===== config.mk =====
export PLATFORM = sky130hd
export DESIGN_NAME = add_shift_mult_ctrl_flat
export DESIGN_NICKNAME = d
export VERILOG_FILES = /design/src/rtl/add_shift_mult_ctrl_if.sv /design/src/rtl/add_shift_mult_ctrl.sv /design/src/flat_wrapper.sv
export SDC_FILE = /design/constraint.sdc
export NUM_CORES = 1
export LEC_CHECK = 0
export CORE_UTILIZATION = 35
export CTS_CLUSTER_SIZE = 12
export DETAILED_ROUTE_END_ITERATION = 10
export GPL_TIMING_DRIVEN = 0
export PLACE_DENSITY = 0.61
export REMOVE_ABC_BUFFERS = 1
export SYNTH_ARGS = -nofsm -noshare
export SYNTH_HDL_FRONTEND = slang
export SYNTH_SLANG_ARGS = --single-unit

===== constraint.sdc =====
create_clock -name Clk -period 1.5 [get_ports Clk]
set_input_delay 0.3 -clock Clk [delete_from_list [all_inputs] [get_ports Clk]]
set_output_delay 0.3 -clock Clk [all_outputs]
set_load 0.05 [all_outputs]

===== src/rtl/add_shift_mult_ctrl_if.sv =====
// Bus between the add-shift multiplier controller and its environment:
// run/load controls, switch input, adder select/sum path and result registers.
interface add_shift_mult_ctrl_if #(
    parameter int WIDTH = 8
);
    logic             Run;
    logic             ClearA_LoadB;
    logic [WIDTH-1:0] Din;
    logic [WIDTH:0]   Sum;
    logic             Add;
    logic             Sub;
    logic [WIDTH-1:0] A_out;
    logic [WIDTH-1:0] B_out;
    logic             X;
    logic             Done;

    modport master (
        output Run,
        output ClearA_LoadB,
        output Din,
        output Sum,
        input  Add,
        input  Sub,
        input  A_out,
        input  B_out,
        input  X,
        input  Done
    );

    modport slave (
        input  Run,
        input  ClearA_LoadB,
        input  Din,
        input  Sum,
        output Add,
        output Sub,
        output A_out,
        output B_out,
        output X,
        output Done
    );
endinterface


===== src/rtl/add_shift_mult_ctrl.sv =====
// Control and register unit of the 8x8 signed add-shift multiplier.
// Sequences 8 add/shift steps on {X,A,B}; the last add becomes a subtract.
module add_shift_mult_ctrl #(
    parameter int WIDTH = 8
) (
    input logic                 Clk,
    input logic                 Reset,
    add_shift_mult_ctrl_if.slave bus
);
    localparam logic [2:0] S_IDLE  = 3'd0;
    localparam logic [2:0] S_CLR   = 3'd1;
    localparam logic [2:0] S_ADD   = 3'd2;
    localparam logic [2:0] S_SHIFT = 3'd3;
    localparam logic [2:0] S_HOLD  = 3'd4;

    logic [2:0]       state_q, state_d;
    logic [2:0]       cnt_q, cnt_d;
    logic             x_q, x_d;
    logic [WIDTH-1:0] a_q, a_d;
    logic [WIDTH-1:0] b_q, b_d;
    logic             add_en;

    // M bit selects the add; the 8th step carries negative weight.
    assign add_en = (state_q == S_ADD) & b_q[0];

    always_comb begin
        state_d = state_q;
        cnt_d   = cnt_q;
        x_d     = x_q;
        a_d     = a_q;
        b_d     = b_q;
        unique case (state_q)
            S_IDLE: begin
                if (bus.ClearA_LoadB) begin
                    b_d = bus.Din;
                    a_d = '0;
                    x_d = 1'b0;
                end else if (bus.Run) begin
                    state_d = S_CLR;
                end
            end
            S_CLR: begin
                a_d     = '0;
                x_d     = 1'b0;
                cnt_d   = '0;
                state_d = S_ADD;
            end
            S_ADD: begin
                if (b_q[0]) begin
                    {x_d, a_d} = bus.Sum;
                end
                state_d = S_SHIFT;
            end
            S_SHIFT: begin
                a_d   = {x_q, a_q[WIDTH-1:1]};
                b_d   = {a_q[0], b_q[WIDTH-1:1]};
                cnt_d = cnt_q + 3'd1;
                if (cnt_q == 3'd7) begin
                    state_d = S_HOLD;
                end else begin
                    state_d = S_ADD;
                end
            end
            S_HOLD: begin
                if (!bus.Run) begin
                    state_d = S_IDLE;
                end
            end
            default: begin
                state_d = S_IDLE;
            end
        endcase
    end

    always_ff @(posedge Clk) begin
        if (Reset) begin
            state_q <= S_IDLE;
            cnt_q   <= '0;
            x_q     <= 1'b0;
            a_q     <= '0;
            b_q     <= '0;
        end else begin
            state_q <= state_d;
            cnt_q   <= cnt_d;
            x_q     <= x_d;
            a_q     <= a_d;
            b_q     <= b_d;
        end
    end

    assign bus.Add   = add_en;
    assign bus.Sub   = add_en & (cnt_q == 3'd7);
    assign bus.A_out = a_q;
    assign bus.B_out = b_q;
    assign bus.X     = x_q;
    assign bus.Done  = (state_q == S_HOLD);
endmodule

===== src/flat_wrapper.sv =====
// flat-port wrapper written by rule: the top's interface ports become plain ports
module add_shift_mult_ctrl_flat 
#(
    parameter int WIDTH = 8
)
  (Clk, Reset, bus_Run, bus_ClearA_LoadB, bus_Din, bus_Sum, bus_Add, bus_Sub, bus_A_out, bus_B_out, bus_X, bus_Done);
  add_shift_mult_ctrl_if #(.WIDTH(WIDTH)) bus_i ();
  input logic Clk;
  input logic Reset;
  input wire logic [$bits(bus_i.Run)-1:0] bus_Run;
  input wire logic [$bits(bus_i.ClearA_LoadB)-1:0] bus_ClearA_LoadB;
  input wire logic [$bits(bus_i.Din)-1:0] bus_Din;
  input wire logic [$bits(bus_i.Sum)-1:0] bus_Sum;
  output wire logic [$bits(bus_i.Add)-1:0] bus_Add;
  output wire logic [$bits(bus_i.Sub)-1:0] bus_Sub;
  output wire logic [$bits(bus_i.A_out)-1:0] bus_A_out;
  output wire logic [$bits(bus_i.B_out)-1:0] bus_B_out;
  output wire logic [$bits(bus_i.X)-1:0] bus_X;
  output wire logic [$bits(bus_i.Done)-1:0] bus_Done;
  assign bus_i.Run = bus_Run;
  assign bus_i.ClearA_LoadB = bus_ClearA_LoadB;
  assign bus_i.Din = bus_Din;
  assign bus_i.Sum = bus_Sum;
  assign bus_Add = bus_i.Add;
  assign bus_Sub = bus_i.Sub;
  assign bus_A_out = bus_i.A_out;
  assign bus_B_out = bus_i.B_out;
  assign bus_X = bus_i.X;
  assign bus_Done = bus_i.Done;
  add_shift_mult_ctrl #(.WIDTH(WIDTH)) u_core (.Clk(Clk), .Reset(Reset), .bus(bus_i));
endmodule

==> impl_metrics.env, run 1 <==
export IMPL_rsz_0062_raised_after_global_routing="true"
export IMPL_ff2ff_path_depth=6
export IMPL_routed_wirelength_um=3084
export IMPL_cts_sinks=23
export IMPL_synth_yosys_seq_area_share_pct=38.21
export IMPL_post_layout_total_power_mw=1.408
export IMPL_fin_tns_setup_ns=-0.05050
export IMPL_chipHeight_um=60.68
export IMPL_timing_final_max_slew_violations=0
export IMPL_detail_route_vias_per_cell=5.031
export IMPL_crit_path_end="bus_Sub"
export IMPL_worstSetupStartpoint="u_core.cnt_q[1]"
export IMPL_r2r_start="u_core.state_q[1]"
export IMPL_drt_drc_violations_left=0
export IMPL_hold_depth=2
export IMPL_synthDominantAreaCellType="dfxtp_1"
export IMPL_finClkSkew_ns=0.001964
export IMPL_design_die_area_sq_um=3681
export IMPL_port_buffers=40
export IMPL_reg2reg_slack_ns=0.05
export IMPL_numCtsBuffers=3
export IMPL_insertedDiodeCount=0
export IMPL_p_leak_nw=0.6842
export IMPL_share_of_the_clock_period_used_by_the_worst_path_after_layout_pct=103.4
export IMPL_netlist_area_leader_share_pct=38.21
export IMPL_cts_root_to_sink_buffers=2
export IMPL_layout_cells_most_common_list="buf_4 (20), nand2_1 (19), clkdlybuf4s50_1 (19)"
export IMPL_layer_with_the_highest_usage="met2"
export IMPL_detail_route_antenna_nets=0
export IMPL_overflow=0
export IMPL_flip_flop_and_latch_count_after_synthesis=23
export IMPL_groute_layer_met1_usage_pct=23.53
export IMPL_timing_critical_path_fanout_max=2
export IMPL_max_freq_ghz=0.6450
export IMPL_layout_area_seq_sq_um=475.5
export IMPL_final_hold_violation_count=0
export IMPL_maximum_level_of_the_cts_h_tree=1
export IMPL_max_slew_worst_pin_slew_ns=0.6029
export IMPL_final_period_minus_worst_setup_slack_ns=1.550
export IMPL_globalRouteMet2Util_pct=29.83
export IMPL_cp_end_kind="primary output"
export IMPL_critical_path_class="reg -> out"
export IMPL_timing_slew_headroom_pct=59.81
export IMPL_post_synth_cell_area_avg_sq_um=9.413
export IMPL_synthDistinctLibCells=31
export IMPL_finalSetupViolations=1
export IMPL_final_common_cell="buf_4"
export IMPL_ir_worst_vdd_mv=0.4400
export IMPL_critPathLaunchType="flip-flop"
export IMPL_run_status="complete, but fails checks"
export IMPL_yosys_top_cells_area="dfxtp_1 (38%), a311oi_2 (10%), mux2i_1 (7.5%)"
export IMPL_gp_congestion=0.6527
export IMPL_r2r_end="u_core.state_q[2]"
export IMPL_critPathArrivalTime_ns=1.25
export IMPL_dr_first_iter_drc_count=40
export IMPL_grt_overall_usage_pct=18.10
export IMPL_final_setup_worst_slack_ns=-0.05050
export IMPL_clk_insertion_delay_late_ns=0.31
export IMPL_hp_class="reg -> reg"
export IMPL_groute_layer_met3_usage_pct=3.412
export IMPL_critical_path_required_ns=1.20
export IMPL_routed_wire_length_per_instance_um=13.53
export IMPL_grt_first_pass_wirelength_um=4995
export IMPL_floorplan_die_width_um=60.68
export IMPL_number_of_warnings_issued_by_yosys=0
export IMPL_detailed_place_hpwl_um=1803
export IMPL_max_cap_viol_count=0
export IMPL_floorplan_initialDensity_pct=38.21
export IMPL_placeableCoreArea_sq_um=3153
export IMPL_io_pins=41
export IMPL_fin_util_pct=59.21
export IMPL_layout_nets=208
export IMPL_drtPass1Iterations=4
export IMPL_cts_root_buf="clkbuf_4"
export IMPL_tritoncts="built"
export IMPL_synth_cells=128
export IMPL_dr_total_vias=1147
export IMPL_violations_in_the_final_reports="negative setup slack"
export IMPL_flow_area_growth_from_synthesis_pct=54.93
export IMPL_fillers=286
export IMPL_placementRows=20
export IMPL_clk_pin_slew_worst_paths_ns=0.12
export IMPL_post_synth_instance_area_sq_um=1205
export IMPL_multiInputGateArea_sq_um=704.4
export IMPL_final_area_sq_um=1867
export IMPL_drive_above_1_share_pct=37.50
export IMPL_detailed_place_area_sq_um=1589
export IMPL_largest_net_degree_at_the_start_of_global_routing=26
export IMPL_antenna_found_initial=0
export IMPL_first_global_vias=1131
export IMPL_powerDensity_nw_per_um2=754.2
[state kept, by name (all words and copies together) (netlist names)]
signal	flops
u_core.bus.A_out	8
u_core.bus.B_out	8
u_core.cnt_q	3
u_core.state_q	3
u_core.bus.X	1
[layout make-up]
class / instances / area share [%]
clock buffer: 4 / 1.408
inverter: 9 / 1.810
multi-input combinational: 87 / 37.73
sequential: 23 / 25.47
tap: 44 / 2.949
timing repair buffer: 61 / 30.63
[stage by stage]
stage	cells	hold WS (ns)	setup slack, ns
3_5_place_dp	202	0.4625	-0.8420
6_report	228	0.4984	-0.05050
3_3_place_gp	202	0.4453	-0.8414
2_1_floorplan	118	0.3679	-0.8211
5_1_grt	228	0.5260	-0.09371
4_1_cts	220	0.4985	-0.07356
[worst min path at each step]
| stage | start | end | slack (ns) |
|---|---|---|---|
| CTS | u_core.cnt_q[1] | u_core.cnt_q[1] | 0.50 |
| floorplan | Reset | u_core.bus.B_out[0] | 0.37 |
| detailed placement | u_core.cnt_q[2] | u_core.cnt_q[2] | 0.46 |
| finish | u_core.cnt_q[1] | u_core.cnt_q[1] | 0.50 |
| global placement | u_core.cnt_q[2] | u_core.cnt_q[2] | 0.45 |
| global route | u_core.bus.A_out[7] | u_core.bus.A_out[7] | 0.53 |
[critical path: stages, from the launching register on]
cell     delay (ns)
dfxtp_2        0.36
ha_4           0.16
ha_4           0.15
and2_4         0.13
buf_8          0.14
[synthesized netlist by cell type]
master	instances
a21oi_1	5
a21oi_2	1
a221oi_1	1
a311oi_2	8
a32oi_1	1
and2_1	2
and3_1	1
and3b_1	1
buf_1	1
buf_2	3
buf_4	2
buf_6	3
clkbuf_1	1
dfxtp_1	23
ha_1	2
inv_1	9
mux2i_1	9
nand2_1	19
nand2b_1	4
nand2b_4	1
nand3_1	2
nand3b_1	2
nor2_1	4
nor2b_1	1
nor3_1	8
nor4_1	2
nor4b_4	1
o32ai_1	8
or2_1	1
or3_1	1
or4b_1	1
[power breakdown]
| group | switching (mW) | total [mW] | leakage (nW) | internal, mW |
|---|---|---|---|---|
| Sequential | 0.0375 | 0.680 | 0.191 | 0.642 |
| Clock | 0.184 | 0.287 | 0.0150 | 0.104 |
| Combinational | 0.241 | 0.441 | 0.478 | 0.200 |
[kinds of logic after synthesis]
kind of cell    after synthesis  share of synthesized area, %
simple gates                 51                         23.47
compound gates               24                         20.04
flops                        23                         38.21
buf+inv                      19                         8.721
mux                           9                         7.477
fa+ha+maj                     2                         2.077
[timing repair]
action / CTS / global route
endpoints found under the hold margin: 0 / 0
endpoints found under the setup margin: 41 / 13
setup buffers: 14 / 7
resized for setup: 92 / 6
hold buffers: 0 / 0
cloned: 0 / 1
pin swaps: 2 / 10
[layer usage]
layer / routed length (um) / vias up
met5: 0 / -
met2: 1461 / 34
li1: - / 579
met3: 122 / 4
met1: 1473 / 530
met4: 27 / 0
Note: power is estimated with default switching activity, not from simulation.
==> run 2: changes to the inputs <==
clock period = 1.54 ns   (was 1.5 ns; I/O delays follow)
==> impl_metrics.env, run 2 (same netlist as run 1, synthesis figures left out) <==
export IMPL_timing_hold_worst_endpoint="u_core.cnt_q[1]"
export IMPL_cts_sinks=23
export IMPL_critical_path_top_delay_family="flip-flops"
export IMPL_crit_slowest_cell="dfxtp_2"
export IMPL_rsz_0062_raised_after_global_routing="true"
export IMPL_critical_path_class="reg -> out"
export IMPL_p_leak_nw=0.6607
export IMPL_timing_critical_path_fanout_max=3
export IMPL_io_pins=41
export IMPL_first_global_vias=1077
export IMPL_fin_tns_setup_ns=-0.03055
export IMPL_ir_worst_vdd_mv=0.4276
export IMPL_globalRouteMet2Util_pct=27.47
export IMPL_critical_path_required_ns=1.23
export IMPL_path_buf_inv=1
export IMPL_groute_layer_met1_usage_pct=22.75
export IMPL_fillers=310
export IMPL_antenna_found_initial=0
export IMPL_timing_slew_headroom_pct=60.04
export IMPL_powerDensity_nw_per_um2=768.6
export IMPL_crit_path_max_incr_delay_ns=0.37
export IMPL_drive_above_1_share_pct=34.46
export IMPL_floorplan_initialDensity_pct=38.21
export IMPL_routed_wirelength_um=2852
export IMPL_final_period_minus_worst_setup_slack_ns=1.571
export IMPL_flow_area_growth_from_synthesis_pct=46.00
export IMPL_detail_route_vias_per_cell=5.086
export IMPL_dp_worst_setup_slack_ns=-0.8020
export IMPL_largest_net_degree_at_the_start_of_global_routing=26
export IMPL_insertedDiodeCount=0
export IMPL_grt_first_pass_wirelength_um=4733
export IMPL_placeableCoreArea_sq_um=3153
export IMPL_final_hold_violation_count=0
export IMPL_final_setup_worst_slack_ns=-0.03055
export IMPL_routed_wire_length_per_instance_um=12.90
export IMPL_clk_insertion_delay_late_ns=0.31
export IMPL_detail_route_antenna_nets=0
export IMPL_tritoncts="built"
export IMPL_final_instance_count_excl_fill=221
export IMPL_fin_util_pct=55.79
export IMPL_maximum_level_of_the_cts_h_tree=1
export IMPL_chipHeight_um=60.68
export IMPL_port_buffers=40
export IMPL_finalHoldWorstSlack_ns=0.4945
export IMPL_placementRows=20
export IMPL_layout_cells_most_common_list="nand2_1 (19), clkdlybuf4s50_1 (19), dfxtp_1 (17)"
export IMPL_post_layout_total_power_mw=1.352
export IMPL_timing_final_max_slew_violations=0
export IMPL_dr_first_iter_drc_count=33
export IMPL_hold_depth=2
export IMPL_max_freq_ghz=0.6367
export IMPL_floorplan_die_width_um=60.68
export IMPL_drt_drc_violations_left=0
export IMPL_critical_path_top_cell_by_count="ha_4"
export IMPL_ff2ff_path_depth=5
export IMPL_grt_overall_usage_pct=17.07
export IMPL_dr_total_vias=1124
export IMPL_violations_in_the_final_reports="negative setup slack"
export IMPL_overflow=0
export IMPL_cp_end_kind="primary output"
export IMPL_groute_layer_met3_usage_pct=2.772
export IMPL_finClkSkew_ns=0.001375
export IMPL_design_die_area_sq_um=3681
export IMPL_numCtsBuffers=3
export IMPL_r2r_end="u_core.bus.B_out[4]"
export IMPL_r2r_start="u_core.state_q[1]"
export IMPL_finalSetupViolations=1
export IMPL_cts_root_to_sink_buffers=2
export IMPL_run_status="complete, but fails checks"
export IMPL_detailed_place_area_sq_um=1589
export IMPL_layout_area_seq_sq_um=475.5
export IMPL_detailed_place_hpwl_um=1803
export IMPL_cp_cell_sequence="ha_4 > ha_4 > and2_4 > buf_8"
export IMPL_gp_congestion=0.6527
export IMPL_drtPass1Iterations=4
export IMPL_clk_pin_slew_worst_paths_ns=0.13
export IMPL_max_slew_worst_pin_slew_ns=0.5995
export IMPL_critPathLaunchType="flip-flop"
export IMPL_share_of_the_clock_period_used_by_the_worst_path_after_layout_pct=102.0
export IMPL_cts_root_buf="clkbuf_4"
export IMPL_reg2reg_slack_ns=0.09
export IMPL_hold_start="u_core.cnt_q[1]"
export IMPL_multiInputGateArea_sq_um=698.2
export IMPL_dpl_cell_count=202
export IMPL_final_area_sq_um=1759
export IMPL_layer_with_the_highest_usage="met2"
export IMPL_critPathArrivalTime_ns=1.26
export IMPL_hp_class="reg -> reg"
export IMPL_layout_nets=201
export IMPL_max_cap_viol_count=0
-- run 2: changes by cell type in the layout (fill, tap and decap cells not counted) --
cell             change
clkdlybuf4s15_2     -14
clkbuf_2            +10
buf_4                -6
clkdlybuf4s15_1      +4
and2_1               -1
and2_4               +1
and3b_1              -1
buf_1                -1
buf_8                +1
-- run 2: power by group --
part           leakage [nW]  switching, mW  total [mW]  internal (mW)
clock network        0.0150          0.181       0.282          0.101
logic                 0.455          0.231       0.410          0.179
registers             0.191         0.0349       0.661          0.626
-- run 2: worst max-delay path by stage --
| stage | endpoint | cells past startpoint | slack [ns] | start |
|---|---|---|---|---|
| after global placement | u_core.bus.B_out[4] | 3 | -0.80 | u_core.state_q[0] |
| after CTS | bus_Sub | 4 | -0.07 | u_core.cnt_q[0] |
| after detailed placement | u_core.bus.B_out[3] | 3 | -0.80 | u_core.state_q[0] |
| final | bus_Sub | 4 | -0.03 | u_core.cnt_q[0] |
| after floorplan | bus_Sub | 3 | -0.79 | u_core.bus.B_out[0] |
| after global routing | bus_Sub | 4 | -0.08 | u_core.cnt_q[0] |
-- run 2: timing repair --
action | CTS | global route
endpoints found under the setup margin | 40 | 19
hold endpoints to repair | 0 | 0
gates resized for setup | 69 | 28
hold buffers | 0 | 0
setup buffers | 6 | 9
pin swaps | 1 | 3
-- run 2: layer usage --
metal / wire length [um] / share of wire [%]
met2: 1369 / 48
met1: 1351 / 47
met3: 103 / 3.6
met4: 27 / 0.95
met5: 0 / 0
-- run 2: worst min-delay path, delay by kind of cell, from the launching register on --
kind	cells	cell delay [ns]
flip-flops	1	0.36
AO/OA/AOI/OAI	1	0.05
AND/OR/NAND/NOR	1	0.06
-- run 2: final cells by class --
type | count | area share, %
clock buffers | 4 | 1.494
inverters | 9 | 1.920
multi-input cells | 86 | 39.69
flip-flops and latches | 23 | 27.03
well taps | 44 | 3.129
repair buffers | 55 | 26.74
==> run 3: changes to the inputs <==
clock period = 1.64 ns   (was 1.54 ns; I/O delays follow)
==> impl_metrics.env, run 3 (same netlist as run 1, synthesis figures left out) <==
export IMPL_run_status="completed"
export IMPL_flow_area_growth_from_synthesis_pct=39.67
export IMPL_detail_route_vias_per_cell=5.057
export IMPL_drive_above_1_share_pct=20.96
export IMPL_detailed_place_hpwl_um=1803
export IMPL_overflow=0
export IMPL_insertedDiodeCount=0
export IMPL_rsz_0062_raised_after_global_routing="true"
export IMPL_cts_root_buf="clkbuf_4"
export IMPL_critical_path_required_ns=1.31
export IMPL_layout_cells_most_common_list="nand2_1 (19), clkdlybuf4s50_1 (19), dfxtp_1 (19)"
export IMPL_finalSetupViolations=0
export IMPL_port_buffers=40
export IMPL_clk_pin_slew_worst_paths_ns=0.12
export IMPL_gp_congestion=0.6527
export IMPL_crit_path_max_incr_delay_ns=0.39
export IMPL_placementRows=20
export IMPL_timing_critical_path_fanout_max=5
export IMPL_detail_route_antenna_nets=0
export IMPL_drtPass1Iterations=4
export IMPL_drt_drc_violations_left=0
export IMPL_clk_insertion_delay_late_ns=0.30
export IMPL_timing_final_max_slew_violations=0
export IMPL_maximum_level_of_the_cts_h_tree=1
export IMPL_r2r_start="u_core.state_q[0]"
export IMPL_share_of_the_clock_period_used_by_the_worst_path_after_layout_pct=98.50
export IMPL_p_leak_nw=0.6549
export IMPL_critPathArrivalTime_ns=1.29
export IMPL_design_die_area_sq_um=3681
export IMPL_dr_first_iter_drc_count=50
export IMPL_first_global_vias=991
export IMPL_hold_start="u_core.cnt_q[1]"
export IMPL_numCtsBuffers=3
export IMPL_post_layout_total_power_mw=1.237
export IMPL_cp_end_kind="primary output"
export IMPL_final_period_minus_worst_setup_slack_ns=1.615
export IMPL_cts_sinks=23
export IMPL_placeableCoreArea_sq_um=3153
export IMPL_hp_class="reg -> reg"
export IMPL_layout_nets=191
export IMPL_antenna_found_initial=0
export IMPL_fillers=315
export IMPL_critical_path_class="reg -> out"
export IMPL_powerDensity_nw_per_um2=734.9
export IMPL_grt_first_pass_wirelength_um=4457
export IMPL_dr_total_vias=1067
export IMPL_fin_tns_setup_ns=0
export IMPL_critPathLaunchType="flip-flop"
export IMPL_crit_slowest_cell="dfxtp_4"
export IMPL_largest_net_degree_at_the_start_of_global_routing=26
export IMPL_routed_wire_length_per_instance_um=12.94
export IMPL_hold_depth=2
export IMPL_timing_slew_headroom_pct=61.61
export IMPL_grt_overall_usage_pct=16.01
export IMPL_cp_cell_sequence="nand2b_1 > nor2_4 > and2_4 > buf_8"
export IMPL_ff2ff_path_depth=4
export IMPL_chipHeight_um=60.68
export IMPL_floorplan_initialDensity_pct=38.21
export IMPL_tritoncts="built"
export IMPL_ir_worst_vdd_mv=0.4001
export IMPL_finClkSkew_ns=0.001028
export IMPL_r2r_end="u_core.bus.B_out[4]"
export IMPL_reg2reg_slack_ns=0.15
export IMPL_routed_wirelength_um=2731
export IMPL_max_cap_viol_count=0
export IMPL_max_freq_ghz=0.6191
export IMPL_cts_root_to_sink_buffers=2
export IMPL_floorplan_die_width_um=60.68
export IMPL_io_pins=41
export IMPL_final_hold_violation_count=0
export IMPL_max_slew_worst_pin_slew_ns=0.5759
export IMPL_timing_hold_worst_endpoint="u_core.cnt_q[1]"
run 3: cell type report:
type / instances / area [sq um] / area share, %
Multi-Input combinational cell: 86 / 670.6 / 39.85
Tap cell: 44 / 55.05 / 3.271
Inverter: 9 / 33.78 / 2.007
Clock buffer: 4 / 26.28 / 1.561
Timing Repair Buffer: 45 / 424.2 / 25.20
Sequential cell: 23 / 473.0 / 28.10
run 3: report_power, final:
part	switching [mW]	total, mW	internal (mW)
Clock	0.162	0.257	0.0947
Sequential	0.0337	0.621	0.587
Combinational	0.208	0.359	0.151
run 3: how the worst max path moves through the flow:
stage / start / end / cells past startpoint
floorplan: u_core.bus.B_out[0] / bus_Sub / 3
global placement: u_core.state_q[0] / u_core.bus.B_out[4] / 3
detailed placement: u_core.state_q[0] / u_core.bus.B_out[3] / 3
CTS: u_core.state_q[0] / bus_Sub / 4
global route: u_core.state_q[0] / bus_Sub / 4
finish: u_core.state_q[0] / bus_Sub / 4
run 3: layer usage:
layer	part of all wire [%]	global-route usage, %
met1	48	21.44
met2	47	25.90
met3	3.8	2.772
met4	0.55	5.844
met5	0	0
run 3: timing repair:
action / 4_1_cts / 5_1_grt
endpoints found under the setup margin: 38 / 20
setup buffers: 0 / 5
pin swaps: 0 / 0
hold buffers: 0 / 0
resized for setup: 43 / 15
run 3: metrics by stage:
stage / util, % / instance area, sq um / setup WS, ns / hold slack [ns] / cells
detailed placement: 50.40 / 1589 / -0.7020 / 0.4625 / 202
CTS: 50.71 / 1599 / -0.08783 / 0.4803 / 206
floorplan: - / 1134 / -0.7091 / 0.3959 / 118
global placement: 50.40 / 1589 / -0.7014 / 0.4453 / 202
global route: 53.37 / 1683 / -0.05305 / 0.5221 / 211
finish: 53.37 / 1683 / 0.02464 / 0.4888 / 211
run 3: worst max-delay path, delay by kind of cell, from the launching register on:
| kind | cells | cell delay, ns |
|---|---|---|
| and+or+nand+nor | 3 | 0.46 |
| DFF | 1 | 0.39 |
| buffers and inverters | 1 | 0.13 |
